### src/rtl/umem_arbiter.sv
// Shares one single-port unified memory between the fetch port and the data port.
// A read holds the memory for LAT+1 cycles, a store for one cycle; stalls are combinational.
module umem_arbiter #(
    parameter int unsigned LAT = 1
) (
    input  logic        clk,
    input  logic        reset,
    input  logic        i_req,
    input  logic [31:0] i_addr,
    output logic [31:0] i_rdata,
    output logic        i_stall,
    input  logic        d_req,
    input  logic        d_we,
    input  logic [31:0] d_addr,
    input  logic [31:0] d_wdata,
    output logic [31:0] d_rdata,
    output logic        d_stall,
    output logic        m_en,
    output logic        m_we,
    output logic [31:0] m_addr,
    output logic [31:0] m_wdata,
    input  logic [31:0] m_rdata
);

    typedef enum logic {IDLE, WAIT} state_t;
    typedef enum logic {PORT_I, PORT_D} port_t;

    localparam logic [1:0] CNT_LOAD = 2'(LAT - 1);

    state_t      state_q, state_d;
    logic [1:0]  cnt_q, cnt_d;
    port_t       last_grant_q, last_grant_d;
    port_t       port_q, port_d;
    logic [31:0] addr_q, addr_d;
    logic        drop_q, drop_d;
    logic [31:0] i_rdata_q, i_rdata_d;
    logic [31:0] d_rdata_q, d_rdata_d;

    logic gnt_i, gnt_d, port_req;
    logic fetch_done, load_done, store_issue;

    always_comb begin
        state_d      = state_q;
        cnt_d        = cnt_q;
        last_grant_d = last_grant_q;
        port_d       = port_q;
        addr_d       = addr_q;
        drop_d       = drop_q;
        i_rdata_d    = i_rdata_q;
        d_rdata_d    = d_rdata_q;
        gnt_i        = 1'b0;
        gnt_d        = 1'b0;
        fetch_done   = 1'b0;
        load_done    = 1'b0;
        store_issue  = 1'b0;
        m_en         = 1'b0;
        m_we         = 1'b0;
        m_addr       = addr_q;
        m_wdata      = 32'h0;
        port_req     = (port_q == PORT_I) ? i_req : d_req;

        case (state_q)
            IDLE: begin
                // On contention the port that did not win last time gets the memory.
                gnt_i = i_req && (!d_req || last_grant_q == PORT_D);
                gnt_d = d_req && (!i_req || last_grant_q == PORT_I);
                if (gnt_i || gnt_d) begin
                    m_en         = 1'b1;
                    m_we         = gnt_d && d_we;
                    m_addr       = gnt_d ? d_addr : i_addr;
                    m_wdata      = gnt_d ? d_wdata : 32'h0;
                    port_d       = gnt_d ? PORT_D : PORT_I;
                    last_grant_d = gnt_d ? PORT_D : PORT_I;
                    addr_d       = m_addr;
                    drop_d       = 1'b0;
                    store_issue  = m_we;
                    if (!m_we) begin
                        state_d = WAIT;
                        cnt_d   = CNT_LOAD;
                    end
                end
            end
            WAIT: begin
                // Once the owner lets go, the read still finishes but its data is thrown away.
                if (!port_req) begin
                    drop_d = 1'b1;
                end
                if (cnt_q == 2'd0) begin
                    state_d = IDLE;
                    if (port_req && !drop_q) begin
                        fetch_done = (port_q == PORT_I);
                        load_done  = (port_q == PORT_D);
                    end
                end else begin
                    cnt_d = cnt_q - 2'd1;
                end
            end
            default: state_d = IDLE;
        endcase

        if (fetch_done) begin
            i_rdata_d = m_rdata;
        end
        if (load_done) begin
            d_rdata_d = m_rdata;
        end

        if (reset) begin
            fetch_done  = 1'b0;
            load_done   = 1'b0;
            store_issue = 1'b0;
            m_en        = 1'b0;
            m_we        = 1'b0;
            m_addr      = 32'h0;
            m_wdata     = 32'h0;
        end

        i_stall = !reset && i_req && !fetch_done;
        d_stall = !reset && d_req && !(load_done || store_issue);
        i_rdata = reset ? 32'h0 : (fetch_done ? m_rdata : i_rdata_q);
        d_rdata = reset ? 32'h0 : (load_done ? m_rdata : d_rdata_q);
    end

    always_ff @(posedge clk) begin
        if (reset) begin
            state_q      <= IDLE;
            cnt_q        <= 2'd0;
            last_grant_q <= PORT_D;
            port_q       <= PORT_I;
            addr_q       <= 32'h0;
            drop_q       <= 1'b0;
            i_rdata_q    <= 32'h0;
            d_rdata_q    <= 32'h0;
        end else begin
            state_q      <= state_d;
            cnt_q        <= cnt_d;
            last_grant_q <= last_grant_d;
            port_q       <= port_d;
            addr_q       <= addr_d;
            drop_q       <= drop_d;
            i_rdata_q    <= i_rdata_d;
            d_rdata_q    <= d_rdata_d;
        end
    end

endmodule
### config.mk
export PLATFORM = sky130hd
export DESIGN_NAME = umem_arbiter
export DESIGN_NICKNAME = d
export VERILOG_FILES = /design/src/rtl/umem_arbiter.sv
export SDC_FILE = /design/constraint.sdc
export NUM_CORES = 1
export LEC_CHECK = 0
export CORE_ASPECT_RATIO = 1.75
export CORE_UTILIZATION = 45
export DETAILED_ROUTE_END_ITERATION = 12
export DONT_BUFFER_PORTS = 1
export SETUP_SLACK_MARGIN = 0.5
export SLEW_MARGIN = 20
export SYNTH_ARGS = -nofsm -noshare
export SYNTH_HDL_FRONTEND = slang
export SYNTH_SLANG_ARGS = --single-unit
export TNS_END_PERCENT = 50
### constraint.sdc
create_clock -name clk -period 1.91 [get_ports clk]
set_clock_uncertainty 0.2 [all_clocks]
set_input_delay 0.382 -clock clk [delete_from_list [all_inputs] [get_ports clk]]
set_output_delay 0.382 -clock clk [all_outputs]
set_load 0.05 [all_outputs]
# After elaboration in Yosys (flattened, before gate mapping)
# Index checks and enable logic that the tools add are counted.
[totals]
reg_bits = 102
latchBits = 0
ramBits = 0
mem_bits_ro = 0
in_bits = 133
output_inout_bits = 132
word_cells = 77
memories = 0
[op_classes]
add_sub_neg = 1
multipliers = 0
div_mod_pow = 0
n_lt_le_gt_ge = 0
eq_ne = 4
shifts = 0
mux = 39
bitwise = 3
reduce_logical = 22
[ops]
columns = ["operator", "n"]
rows = [
  ["2-to-1 mux 32 bit", 12],
  ["2-to-1 mux 1 bit", 21],
  ["logical AND 1 bit", 8],
  ["inequality test 2 bit, second input constant", 4],
  ["zero test 1 bit", 6],
  ["2-to-1 mux 2 bit", 3],
  ["logical OR 1 bit", 4],
  ["case mux 1 bit (2 select lines)", 2],
  ["case mux 2 bit (2 select lines)", 1],
  ["AND reduction 2 bit", 2],
  ["NOT 1 bit", 3],
  ["AND reduction 3 bit", 1],
  ["zero test 2 bit", 1],
  ["subtractor 2 x 1 -> 2 bit, second input constant", 1],
]

# Longest topological paths before layout
[logic_depth]
word_depth = 10
mapped_depth = 7
ltp_nobuf = 5

# Least setup slack after synthesis
# No wires, ideal clock.
[synth_path]
kind = "reg2out"
startpoint = "register cnt_q[0]"
endpoint = "output d_stall"
arrival_ns = 2.544
required_time_ns = 1.328
slack_ns = -1.216
stages_incl_launch_ff = 7
n_path_buf = 1
path_cell_list = "dfxtp_1 > inv_1 > ha_1 > nand3b_4 > nor2_1 > buf_4 > nor4bb_1"
[synth_via]
elab_chain_len = 7
[synth_lines]
columns = ["item", "line_no", "text"]
rows = [
  ["from (decl)", "31", "logic [1:0] cnt_q, cnt_d;"],
  ["from (signal assigned)", "136", "cnt_q <= cnt_d;"],
  ["zero test 2 bit", "88", "if (cnt_q == 2'd0) begin"],
  ["2-to-1 mux 1 bit", "88", ""],
  ["2-to-1 mux 1 bit", "62", "case (state_q)"],
  ["2-to-1 mux 1 bit", "108", "if (reset) begin"],
  ["logical OR 1 bit", "119", "d_stall = !reset && d_req && !(load_done || store_issue);"],
  ["zero test 1 bit", "119", ""],
  ["logical AND 1 bit", "119", ""],
  ["to (decl)", "17", "output logic d_stall,"],
]
# Every way passes these cells.

# Worst setup path after layout
[layout_path]
startpoint = "register cnt_q[0]"
endpoint = "output i_rdata[20]"
[layout_via]
elab_chain_len = 6
[layout_lines]
columns = ["item", "line_no", "text"]
rows = [
  ["zero test 2 bit", "88", ""],
  ["2-to-1 mux 1 bit", "88", ""],
  ["2-to-1 mux 1 bit", "62", ""],
  ["2-to-1 mux 1 bit", "108", ""],
  ["2-to-1 mux 32 bit (2 in series)", "120", "i_rdata = reset ? 32'h0 : (fetch_done ? m_rdata : i_rdata_q);"],
  ["to (decl)", "10", "output logic [31:0] i_rdata,"],
]
# Every way passes these cells.

==> reports/metrics.yaml <==
outcome: "finished with violations"
violations: "negative setup slack"
worstPathMaxFanout: 15
relSlewSlack_pct: 71.08
wl_per_cell_microns: 31.45
ys_ff_latch: 102
dieArea_sq_um: 11770
start_kind: "flop"
synthCells: 549
ir_worst_vdd_mv: 0.7728
final_layout_size_suffix_gt1_share_pct: 56.38
criticalPathCategory: "flop to output port"
cap_violations: 0
die_width_microns: 82.44
antenna_found_initial: 1
dp_cells: 773
crit_path_max_incr_delay_ns: 0.33
final_cell_mix: "buf_12 (101), dfxtp_1 (98), nand2b_1 (65)"
ant_nets: 0
crit_slowest_cell: "dfxtp_2"
grt-ovfl-total: 0
wl_microns: 27610
finalMaxSlewViolations: 0
final_cells: 878
tns_ns: -78.73
syn-cell-area_sq_um: 5095
path_cells: "inv_2 -> ha_4 -> nand3b_4 -> buf_4 -> buf_12 -> o21ai_0 -> buf_4 -> o21ai_4 -> buf_12"
post-place-ws_ns: -0.2133
fmax_mhz: 375.1
layout.nets: 874
required_ns: 1.33
fin_crit_sh_pct: 139.6
row_count: 51
vias_per_cell: 6.671
post-dp-hpwl_microns: 11370
synth.avg_cell_area_sq_um: 9.280
syn_nets: 683
hold_violations: 0
rsz0062_at_grt: "yes"
worst_pin_slew_ns: 0.4338
worstSetupEndpointType: "output port"
grt_max_degree: 109
yosysSeqAreaShare_pct: 40.08
cp.arrival_ns: 2.08
setup_ws_ns: -0.7559
grt_pass1_wl_microns: 32200
cts_root_buf: "clkbuf_16"
final_common_cell: "buf_12"
finalCoreUtilization_pct: 93.41
cts.reportedPaths.clkPinSlew_ns: 0.08
grt_use_met3_pct: 7.220
cts.sinks: 102
track_usage_pct: 37.18
io_pins: 265
min_path_type: "primary input to flop"
drtPass1Iterations: 5
numCtsBuffers: 9
syn_to_final_growth_pct: 103.6
htreeDepth: 3
cts_tree: "yes"
core-area_sq_um: 11100
grt_pass1_vias: 5894
yosysWarnings: 0
drc: 0
synth.distinct_cells: 34
clockBufferDepth: 2
powerDensity_nw_per_um2: 610.7
numPortBuffers: 0
p_leak_uw: 0.003971
met1_usage_pct: 36.43
gp_congestion: 0.8033
die_y_microns: 142.8
clkLatencyLatePin_ns: 0.36
regToRegSetupSlack_ns: -0.18
period_minus_slack_ns: 2.666
vias: 5857
initial_core_util_pct: 45.89
use_met2_pct: 69.38
top_usage_layer: "met2"
setup_viol: 168
drt_iter0_drc: 479
[cell type report]
| cell class | instances | area, sq um |
|---|---|---|
| antenna | 1 | 2.502 |
| clock buffer | 10 | 239.0 |
| clock inverter | 6 | 47.55 |
| fill | 295 | 732.0 |
| inverter | 4 | 15.01 |
| multi-input combinational | 393 | 4143 |
| sequential | 102 | 2049 |
| tap | 132 | 165.2 |
| timing repair buffer | 230 | 3710 |
[state kept, by name, indices dropped and copies added (netlist names)]
signal        cells
addr_q           32
d_rdata_q        32
i_rdata_q        32
cnt_q             2
drop_q            1
last_grant_q      1
port_q            1
state_q           1
[routing by layer]
metal  wire length [microns]  vias to the layer above
met3                    2336                      171
met2                   14140                      504
li1                        -                     2368
met4                    2368                        0
met1                    8770                     2814
met5                       0                        -
[cells by family after synthesis]
logic type / Yosys count / synth area share, %
compound gates: 141 / 17.56
xor+xnor: 1 / 0.1719
fa+ha+maj: 1 / 0.2455
buf+inv: 58 / 6.802
flops: 102 / 40.08
mux: 64 / 12.57
simple gates: 182 / 22.57
[stage by stage]
stage | area [sq um] | hold slack, ns | total power, uW
after floorplan | 6307 | 0.2499 | 3418
after global placement | 8182 | 0.2568 | 3791
after detailed placement | 8182 | 0.2594 | 3820
after CTS | 9920 | 0.03768 | 6034
after global routing | 10370 | 0.06212 | 6425
final | 10370 | 0.05221 | 6334
[worst max-delay path: cells and delay by family, from the launching register on]
kind	cells	cell delay (ns)
buffers and inverters	5	0.77
AO/OA/AOI/OAI	2	0.34
flip-flops	1	0.33
adder cells (fa/ha/maj)	1	0.16
AND/OR/NAND/NOR	1	0.11
[power by group]
group	leakage (uW)	internal, uW	switching, uW
Sequential	0.000832	2240	55.7
Clock	0.000127	926	909
Combinational	0.00301	1000	1210
[synthesized netlist by cell type]
library cell  count  area share (%)
buf_6            14             3.1
nor2_1            5            0.37
clkbuf_1         29             2.1
o21ba_1           1            0.20
o2111ai_1         2            0.34
o21ai_0          42             4.1
xnor2_1           1            0.17
inv_1             3            0.22
and2_1            1            0.12
o21bai_1          1            0.15
clkbuf_2          1           0.098
a21boi_2          1            0.22
nor4bb_1          1            0.20
buf_4             4            0.59
a21oi_1           4            0.39
nand2b_1         66             8.1
or2_1             1            0.12
nor4_4            1            0.42
a22o_1            2            0.34
a221o_1          32             6.3
nor3_1            1           0.098
buf_2             6            0.59
nand2_1           3            0.22
o21ai_1          56             5.5
nor2b_1          32             3.9
inv_2             1           0.074
ha_1              1            0.25
and2b_1           1            0.15
nor3b_1           1            0.15
dfxtp_1         102              40
nand3b_4          1            0.39
and3_1           66             8.1
nand3_1           2            0.20
mux2i_1          64              13
[repair_timing]
item	in CTS	in global routing
pin swaps	63	42
endpoints found under the setup margin	229	234
hold buffers	1	0
setup buffers	38	18
endpoints found under the hold margin	4	0
resized for setup	109	51
gates cloned	27	4
[path summary, 6_finish.rpt]
kind                 startpoint             to  depth (start not counted)
setup / recovery       cnt_q[0]    i_rdata[20]                          9
hold / removal      m_rdata[31]  i_rdata_q[31]                          2
setup reg to reg       cnt_q[0]  d_rdata_q[20]                          9
hold reg to reg   d_rdata_q[15]  d_rdata_q[15]                          2
(Power assumes the default switching activity.)
